--- config.mk ---
export PLATFORM = sky130hd
export DESIGN_NAME = convol_seq_flat
export DESIGN_NICKNAME = d
export VERILOG_FILES = /design/src/rtl/convol_seq_if.sv /design/src/rtl/convol_seq.sv /design/src/flat_wrapper.sv
export SDC_FILE = /design/constraint.sdc
export NUM_CORES = 1
export LEC_CHECK = 0
export ABC_CLOCK_PERIOD_IN_PS = 18550
export CORE_ASPECT_RATIO = 1.25
export CORE_MARGIN = 1.5
export CORE_UTILIZATION = 32
export DETAILED_ROUTE_END_ITERATION = 8
export PLACE_DENSITY = 0.46
export SLEW_MARGIN = 0
export SYNTH_ARGS = -nofsm -noshare
export SYNTH_HDL_FRONTEND = slang
export SYNTH_SLANG_ARGS = --single-unit
--- constraint.sdc ---
create_clock -name clk -period 18.55 [get_ports clk]
set_clock_uncertainty 0.05 [all_clocks]
set_input_delay 3.71 -clock clk [delete_from_list [all_inputs] [get_ports clk]]
set_output_delay 3.71 -clock clk [all_outputs]
set_load 0.1 [all_outputs]
--- src/rtl/convol_seq_if.sv ---
// Load, control and result handshake bundle for convol_seq.
// Master is the environment side; slave is the convolution engine.
interface convol_seq_if #(
  parameter int W  = 8,
  parameter int OW = 2 * W + 4
);
  logic          ld_valid;
  logic          ld_sel;
  logic [W-1:0]  ld_data;
  logic          ld_ready;
  logic          clear;
  logic          start;
  logic          busy;
  logic          y_valid;
  logic          y_ready;
  logic [OW-1:0] y_data;
  logic          y_last;
  logic          done;
  logic          err;

  modport master (
    output ld_valid, ld_sel, ld_data, clear, start, y_ready,
    input  ld_ready, busy, y_valid, y_data, y_last, done, err
  );

  modport slave (
    input  ld_valid, ld_sel, ld_data, clear, start, y_ready,
    output ld_ready, busy, y_valid, y_data, y_last, done, err
  );
endinterface

--- src/rtl/convol_seq.sv ---
// Sequential full convolution of buffered A (M) and B (N), one MAC per cycle.
// Each y[k] takes L_k CALC cycles then waits in OUT until y_ready; loads only in IDLE.
module convol_seq #(
  parameter int M = 6,
  parameter int N = 5,
  parameter int W = 8
) (
  input  logic         clk,
  input  logic         rst,
  convol_seq_if.slave  bus
);
  localparam int OW   = 2 * W + 4;
  localparam int KMAX = M + N - 2;
  localparam int KW   = $clog2(KMAX + 1);
  localparam int IW   = $clog2(M);
  localparam int BW   = $clog2(N);
  localparam int AW   = $clog2(M + 1);
  localparam int BCW  = $clog2(N + 1);

  typedef enum logic [1:0] {S_IDLE, S_CALC, S_OUT, S_DONE} state_t;

  state_t          state_q, state_d;
  logic [AW-1:0]   a_cnt_q, a_cnt_d;
  logic [BCW-1:0]  b_cnt_q, b_cnt_d;
  logic [KW-1:0]   k_q, k_d;
  logic [IW-1:0]   i_q, i_d;
  logic [OW-1:0]   acc_q, acc_d;
  logic            err_q, err_d;
  logic            a_we, b_we;

  logic [W-1:0]    a_mem [M];
  logic [W-1:0]    b_mem [N];
  logic [BW-1:0]   b_idx;
  logic [2*W-1:0]  prod;

  // First and last A index contributing to y[k].
  function automatic logic [IW-1:0] lo_of(input int k);
    return (k > N - 1) ? IW'(k - N + 1) : '0;
  endfunction

  function automatic logic [IW-1:0] hi_of(input int k);
    return (k < M - 1) ? IW'(k) : IW'(M - 1);
  endfunction

  assign b_idx = BW'(int'(k_q) - int'(i_q));
  assign prod  = a_mem[i_q] * b_mem[b_idx];

  always_comb begin
    state_d = state_q;
    a_cnt_d = a_cnt_q;
    b_cnt_d = b_cnt_q;
    k_d     = k_q;
    i_d     = i_q;
    acc_d   = acc_q;
    err_d   = 1'b0;
    a_we    = 1'b0;
    b_we    = 1'b0;
    case (state_q)
      S_IDLE: begin
        if (bus.start && a_cnt_q == AW'(M) && b_cnt_q == BCW'(N)) begin
          state_d = S_CALC;
          k_d     = '0;
          i_d     = '0;
          acc_d   = '0;
        end else begin
          if (bus.start) err_d = 1'b1;
          // Clear outranks a simultaneous beat, which is dropped silently.
          if (bus.clear) begin
            a_cnt_d = '0;
            b_cnt_d = '0;
          end else if (bus.ld_valid) begin
            if (!bus.ld_sel) begin
              if (a_cnt_q == AW'(M)) err_d = 1'b1;
              else begin
                a_we    = 1'b1;
                a_cnt_d = a_cnt_q + 1'b1;
              end
            end else begin
              if (b_cnt_q == BCW'(N)) err_d = 1'b1;
              else begin
                b_we    = 1'b1;
                b_cnt_d = b_cnt_q + 1'b1;
              end
            end
          end
        end
      end
      S_CALC: begin
        acc_d = acc_q + OW'(prod);
        if (i_q == hi_of(int'(k_q))) state_d = S_OUT;
        else i_d = i_q + 1'b1;
      end
      S_OUT: begin
        if (bus.y_ready) begin
          if (k_q == KW'(KMAX)) state_d = S_DONE;
          else begin
            state_d = S_CALC;
            k_d     = k_q + 1'b1;
            i_d     = lo_of(int'(k_q) + 1);
            acc_d   = '0;
          end
        end
      end
      S_DONE:  state_d = S_IDLE;
      default: state_d = S_IDLE;
    endcase
  end

  always_ff @(posedge clk or negedge rst) begin
    if (!rst) begin
      state_q <= S_IDLE;
      a_cnt_q <= '0;
      b_cnt_q <= '0;
      k_q     <= '0;
      i_q     <= '0;
      acc_q   <= '0;
      err_q   <= 1'b0;
    end else begin
      state_q <= state_d;
      a_cnt_q <= a_cnt_d;
      b_cnt_q <= b_cnt_d;
      k_q     <= k_d;
      i_q     <= i_d;
      acc_q   <= acc_d;
      err_q   <= err_d;
    end
  end

  // Sample storage carries no reset; the counts alone define what is valid.
  always_ff @(posedge clk) begin
    if (a_we) a_mem[IW'(a_cnt_q)] <= bus.ld_data;
    if (b_we) b_mem[BW'(b_cnt_q)] <= bus.ld_data;
  end

  assign bus.ld_ready = (state_q == S_IDLE);
  assign bus.busy     = (state_q != S_IDLE);
  assign bus.y_valid  = (state_q == S_OUT);
  assign bus.y_data   = (state_q == S_OUT) ? acc_q : '0;
  assign bus.y_last   = (state_q == S_OUT) && (k_q == KW'(KMAX));
  assign bus.done     = (state_q == S_DONE);
  assign bus.err      = err_q;
endmodule

--- src/flat_wrapper.sv ---
// flat-port wrapper written by rule: the top's interface ports become plain ports
module convol_seq_flat 
#(
  parameter int M = 6,
  parameter int N = 5,
  parameter int W = 8
)
  (clk, rst, bus_ld_valid, bus_ld_sel, bus_ld_data, bus_clear, bus_start, bus_y_ready, bus_ld_ready, bus_busy, bus_y_valid, bus_y_data, bus_y_last, bus_done, bus_err);
  convol_seq_if #(.W(W)) bus_i ();
  input  logic clk;
  input  logic rst;
  input wire logic [$bits(bus_i.ld_valid)-1:0] bus_ld_valid;
  input wire logic [$bits(bus_i.ld_sel)-1:0] bus_ld_sel;
  input wire logic [$bits(bus_i.ld_data)-1:0] bus_ld_data;
  input wire logic [$bits(bus_i.clear)-1:0] bus_clear;
  input wire logic [$bits(bus_i.start)-1:0] bus_start;
  input wire logic [$bits(bus_i.y_ready)-1:0] bus_y_ready;
  output wire logic [$bits(bus_i.ld_ready)-1:0] bus_ld_ready;
  output wire logic [$bits(bus_i.busy)-1:0] bus_busy;
  output wire logic [$bits(bus_i.y_valid)-1:0] bus_y_valid;
  output wire logic [$bits(bus_i.y_data)-1:0] bus_y_data;
  output wire logic [$bits(bus_i.y_last)-1:0] bus_y_last;
  output wire logic [$bits(bus_i.done)-1:0] bus_done;
  output wire logic [$bits(bus_i.err)-1:0] bus_err;
  assign bus_i.ld_valid = bus_ld_valid;
  assign bus_i.ld_sel = bus_ld_sel;
  assign bus_i.ld_data = bus_ld_data;
  assign bus_i.clear = bus_clear;
  assign bus_i.start = bus_start;
  assign bus_i.y_ready = bus_y_ready;
  assign bus_ld_ready = bus_i.ld_ready;
  assign bus_busy = bus_i.busy;
  assign bus_y_valid = bus_i.y_valid;
  assign bus_y_data = bus_i.y_data;
  assign bus_y_last = bus_i.y_last;
  assign bus_done = bus_i.done;
  assign bus_err = bus_i.err;
  convol_seq #(.M(M), .N(N), .W(W)) u_core (.clk(clk), .rst(rst), .bus(bus_i));
endmodule
==> results.md, run 1 <==
* Final setup violation count at 0
* RSZ-0062 raised after global routing: no
* Max-slew headroom at 0.189
* # IOs at 41
* DR vias/cell at 4.74
* Number of gates resized after CTS at 0
* DIE AREA at 26400 µm²
* Clock root cell: clkbuf_16
* Fmax at 138 MHz
* Number of flops mapped to enable cells by yosys at 88
* Num CTS Buffers at 17
* Status: finished, final reports clean
* Yosys warns at 0
* Final worst-path cycle share at 0.391
* Arrival @ worst endpoint at 3.49 ns
* Sink Count at 124
* Largest net degree at the start of global routing at 37
* CTS Hold Bufs at 0
* Main combinational cell family by area after synthesis: adder cells
* Antenna-violating nets left at 0
* Post-Syn Area at 8130 µm²
* Drt pass-1 iters at 4
* Synth async-reset ratio at 0.290
* Clock buffer depth at 2
* Top post-synthesis cells by area: edfxtp_1 (32%), fa_1 (13%), dfrtp_1 (11%)
* IO buf count at 40
* Synth area leader: edfxtp_1
* TritonCTS clock tree: yes
* Primary FF master, synth: edfxtp_1
* Vias post-DR at 5312
* Post-Route WL at 18600 µm
* Worst setup SP type: register
* Clock Pin Slew Worst Setup and Hold Paths at 0.06 ns
* Initial antenna violation count at 0
* Share of the synthesized area in the top cell type at 0.325
* Kind of critical path: reg2out
* Setup Fix Bufs, Post-CTS at 0
* H-tree depth at 4
* Min Tclk post-route at 7.25 ns
* Compound-Gate Fraction of Synth Area at 0.0875
* Wire per inst at 16.6 µm
* Total grt overflow at 0
* Die H at 181 µm
* Simple-gate share of the synthesized area at 0.111
* DR iter-0 viols at 300
* TNS Setup at 0 ns
* HP Class: reg2reg
* First-pass GRT wire length at 29900 µm
* Area Overhead vs Synth at 16.4%
* Std-Cell Rows at 65
* DIE WIDTH at 146 µm
* Adder-cell area share of the yosys netlist at 0.210
* Hpwl dp at 14500 µm
* Fin. max-slew vios at 0
* Worst EP required at 14.79 ns
* Total track usage at 0.148
* Slew of the pin with the lowest slew margin at 1.21 ns
* Initial core utilization at 0.324
* Multiplexer share of the synthesized area at 0.0669
* Post-Synth XOR/XNOR Area at 0.0205
* Worst Path Max Fanout at 21
* Vias in the first global route at 5668
* Share of layout cells above drive strength 1 at 0.0841
* Synth unique cells at 52
* Clock latency on the worst-skew pair at 0.42 ns
* Synth Net Count at 851
* Register area share after synthesis at 0.436
* Fin. Hold Viols at 0
* Maxcap violations at 0
* Synth Instances at 730
* Synth Register Bits at 124
* Post-Syn Area per Cell at 11.1 µm²
* Core Area at 25100 µm²
* DRC at 0
* Crit path capture type: output port
* Nets@finish at 893
* Ant diodes at 0
* RD Place Congestion at 0.828
==> kinds of logic after synthesis <==
logic type / after synthesis
buffers and inverters: 144
adder cells (fa/ha/maj): 106
multiplexers: 34
AND/OR/NAND/NOR: 195
AO/OA/AOI/OAI: 111
flip-flops: 124
XOR/XNOR: 16
==> cell usage in the layout, fill, tap and decap left out, drive strengths merged, types with 10 or more instances in the layout <==
master,instances
mux4,16
nor3,11
inv,133
and2,13
xnor2,10
mux2i,15
nand3,17
clkbuf,19
fa,51
dfrtp,36
clkdlybuf4s50,39
nand2,56
edfxtp,88
a21oi,24
nor2,61
o21ai,37
nand2b,15
ha,55
==> per-stage QoR <==
stage / setup slack [ns] / utilization / cell area [µm²] / instances / hold slack [ns]
floorplan: 11.77 / - / 8130 / 730 / 0.399
global placement: 11.55 / 0.353 / 8870 / 1088 / 0.412
detailed placement: 11.47 / 0.353 / 8870 / 1088 / 0.420
CTS: 11.22 / 0.376 / 9460 / 1120 / 0.433
global route: 11.07 / 0.377 / 9470 / 1120 / 0.475
finish: 11.30 / 0.377 / 9470 / 1120 / 0.433
==> sequential cells by signal, indices dropped and copies added (netlist names) <==
name and cells:
u_core.a_mem 48, u_core.b_mem 40, u_core.acc_q 20, u_core.k_q 4, u_core.a_cnt_q 3, u_core.b_cnt_q 3
u_core.i_q 3, u_core.state_q 2, u_core.bus.err 1
==> cell type report <==
type	instances	area (µm²)
clock buffers	19	433
clock inverters	13	153
fillers	2438	15700
inverters	125	469
multi-input cells	462	4040
flip-flops and latches	124	3540
well taps	335	419
repair buffers	42	410
==> layer usage <==
layer | track usage | share of wire | up-vias | wire (µm)
li1 | - | - | 2556 | -
met1 | 0.167 | 0.43 | 2654 | 8010
met2 | 0.280 | 0.53 | 82 | 9940
met3 | 0.0245 | 0.019 | 20 | 349
met4 | 0.0482 | 0.017 | 0 | 310
met5 | 0 | 0 | - | 0
==> final timing paths <==
kind | from | endpoint | slack (ns) | cells past startpoint
setup reg to reg | u_core.i_q[0] | u_core.acc_q[18] | 11.53 | 21
max in group asynchronous | rst | u_core.acc_q[0] | 14.50 | 1
min in group asynchronous | rst | u_core.acc_q[17] | 3.38 | 1
hold reg to reg | u_core.acc_q[4] | u_core.acc_q[4] | 0.43 | 2
hold / removal | u_core.acc_q[4] | u_core.acc_q[4] | 0.43 | 2
setup / recovery | u_core.state_q[0] | bus_y_data[14] | 11.30 | 5
==> critical path, cell delays in order, from the launching register on <==
cell and delay, ns:
dfrtp_1 0.42, inv_1 0.11, ha_1 0.67, inv_1 0.48, nor2_1 0.23, clkdlybuf4s50_1 1.15
==> cell usage after synthesis (all sizes together), types with 2 or more instances <==
cell type  count
a211oi         3
a21boi         5
a21o           5
a21oi         24
a22o           3
a31oi          6
and2          13
and3           4
buf           10
clkbuf         9
dfrtp         36
edfxtp        88
fa            51
ha            55
inv          125
mux2           3
mux2i         15
mux4          16
nand2         56
nand2b        15
nand3         17
nand4          4
nor2          61
nor2b          6
nor3          11
o2111ai        2
o211a          2
o211ai         2
o21a           7
o21ai         37
o21bai         2
o22ai          2
o31ai          7
or2            5
xnor2         10
xor2           6
Power of run 1 is left out: the tool's default activity adds up to more than one toggle a clock period on the data nets, which glitch-free logic cannot reach.
==> inputs of run 2 (changes only) <==
--- a/config.mk
+++ b/config.mk
@@ -5,7 +5,7 @@
 export SDC_FILE = /design/constraint.sdc
 export NUM_CORES = 1
 export LEC_CHECK = 0
-export ABC_CLOCK_PERIOD_IN_PS = 18550
+export ABC_CLOCK_PERIOD_IN_PS = 6700
 export CORE_ASPECT_RATIO = 1.25
 export CORE_MARGIN = 1.5
 export CORE_UTILIZATION = 32
==> constraint.sdc (replaced) <==
create_clock -name clk -period 6.7 [get_ports clk]
set_clock_uncertainty 0.05 [all_clocks]
set_input_delay 1.34 -clock clk [delete_from_list [all_inputs] [get_ports clk]]
set_output_delay 1.34 -clock clk [all_outputs]
set_load 0.1 [all_outputs]
==> run 2 against run 1 <==
  * Register-to-register slack got worse by 11 ns
  * Setup slack got worse by 11 ns
  * Die area did not move
  * Sequential share of layout area fell by 0.91 points
  * Clock-buffer cell count rose by 1
  * Highest routed layer unchanged
  * Critical endpoint is now u_core.acc_q[19]
  * Critical path type is now reg2reg
==> results.md, run 2 (synthesis gave the netlist of run 1 again) <==
* Most frequent cells in the layout: inv_1 (124), edfxtp_1 (88), nor2_1 (61), nand2_1 (56), ha_1 (55)
* Status: finished, final reports clean
* Wire per inst at 15.8 µm
* H-tree depth at 4
* DR vias/cell at 4.69
* Clock latency on the worst-skew pair at 0.42 ns
* Setup Fix Bufs, Post-CTS at 0
* Slew of the pin with the lowest slew margin at 0.981 ns
* DIE WIDTH at 146 µm
* Reg2reg start: u_core.k_q[0]
* RD Place Congestion at 0.865
* Clock buffer depth at 2
* TNS Setup at 0 ns
* Most common cell after layout, fill and taps aside: inv_1
* FILL cells at 2475
* Max-slew headroom at 0.344
* CTS Hold Bufs at 0
* Design area at 9700 µm²
* Post-Route WL at 18100 µm
* Drt pass-1 iters at 4
* Final setup violation count at 0
* Nets@finish at 918
* Largest registers: u_core.a_mem (48), u_core.b_mem (40), u_core.acc_q (20)
* Worst EP required at 6.99 ns
* Hold path startpoint: u_core.acc_q[4]
* Sink Count at 124
* Ant diodes at 0
* DR iter-0 viols at 230
* Top reg by flops: u_core.a_mem
* Num CTS Buffers at 17
* Vias in the first global route at 5719
* RSZ-0062 raised after global routing: no
* Vias post-DR at 5367
* First-pass GRT wire length at 29900 µm
* Total track usage at 0.147
* Worst setup SP type: register
* Clock root cell: clkbuf_16
* Kind of critical path: reg2reg
* Max FFs per register at 48
* DIE AREA at 26400 µm²
* Post-DP Area at 9060 µm²
* Total grt overflow at 0
* Core Area at 25100 µm²
* Std-Cell Rows at 65
* Antenna-violating nets left at 0
* Area Overhead vs Synth at 19.3%
* Largest net degree at the start of global routing at 37
* Number of gates resized after CTS at 0
* Share of layout cells above drive strength 1 at 0.119
* Fin. max-slew vios at 0
* Fin. Hold Viols at 0
* Arrival @ worst endpoint at 6.56 ns
* Min Tclk post-route at 6.27 ns
* Initial antenna violation count at 0
* Initial core utilization at 0.324
* DRC at 0
* Critical path origin: u_core.k_q[0]
* Crit path capture type: register
* Final worst-path cycle share at 0.936
* # IOs at 41
* Clock Pin Slew Worst Setup and Hold Paths at 0.06 ns
* Fmax at 159 MHz
* HP Class: reg2reg
* Worst Path Max Fanout at 7
* TritonCTS clock tree: yes
* Die H at 181 µm
* Worst hold slack at 0.423 ns
* Maxcap violations at 0
* IO buf count at 40
* Hpwl dp at 14400 µm
==> run 2: changes by cell type in the layout (fill, tap and decap cells not counted), sizes merged <==
cell	before	now
clkbuf	19	20
bufinv	2	3
buf	3	28
inv	133	127
clkinv	0	6
clkinvlp	3	1
==> run 2: path summary, 6_finish.rpt <==
kind | endpoint | slack [ns] | depth (start not counted)
max | u_core.acc_q[19] | 0.43 | 25
min | u_core.acc_q[4] | 0.42 | 2
max reg2reg | u_core.acc_q[19] | 0.43 | 25
min reg2reg | u_core.acc_q[4] | 0.42 | 2
max in group asynchronous | u_core.k_q[3] | 5.01 | 1
min in group asynchronous | u_core.acc_q[17] | 1.01 | 1
==> run 2: per-layer routing <==
layer  track usage  part of all wire  wire, µm  up-vias
met1         0.169              0.41      7520     2673
met2         0.276              0.55      9910       74
met3        0.0270             0.024       436       18
met4        0.0437             0.015       263        0
li1              -                 -         -     2602
met5             0                 0         0        -
==> run 2: cell type report <==
class / count / area, µm² / area share
clock buffer: 20 / 457 / 0.0471
clock inverter: 12 / 160 / 0.0165
inverter: 125 / 469 / 0.0484
multi-input combinational: 462 / 4050 / 0.418
sequential: 124 / 3540 / 0.365
tap: 335 / 419 / 0.0432
timing repair buffer: 67 / 598 / 0.0617
==> run 2: worst max-delay path, cell delays in order, from the launching register on <==
cell and delay, ns:
dfrtp_1 0.37, inv_1 0.10, ha_1 0.15, inv_1 0.05
fa_1 0.59, buf_4 0.19, mux4_2 0.32, mux2i_2 0.28
buf_4 0.18, inv_1 0.04, nand2_1 0.08, fa_1 0.40
inv_1 0.07, fa_1 0.43, fa_1 0.54, inv_1 0.05
fa_1 0.52, inv_1 0.04, ha_1 0.36, o21a_1 0.16
o211ai_1 0.10, a31oi_2 0.22, o2111ai_1 0.18, o211a_1 0.24
or3_1 0.32, a22oi_2 0.14
==> run 2: through the flow <==
stage | utilization | cells | setup slack, ns
after detailed placement | 0.361 | 1113 | 0.298
after global routing | 0.386 | 1145 | 0.0282
after global placement | 0.361 | 1113 | 0.340
final | 0.386 | 1145 | 0.428
after floorplan | - | 730 | 0.260
after CTS | 0.385 | 1145 | 0.257
Power of run 2 is left out for the same reason.
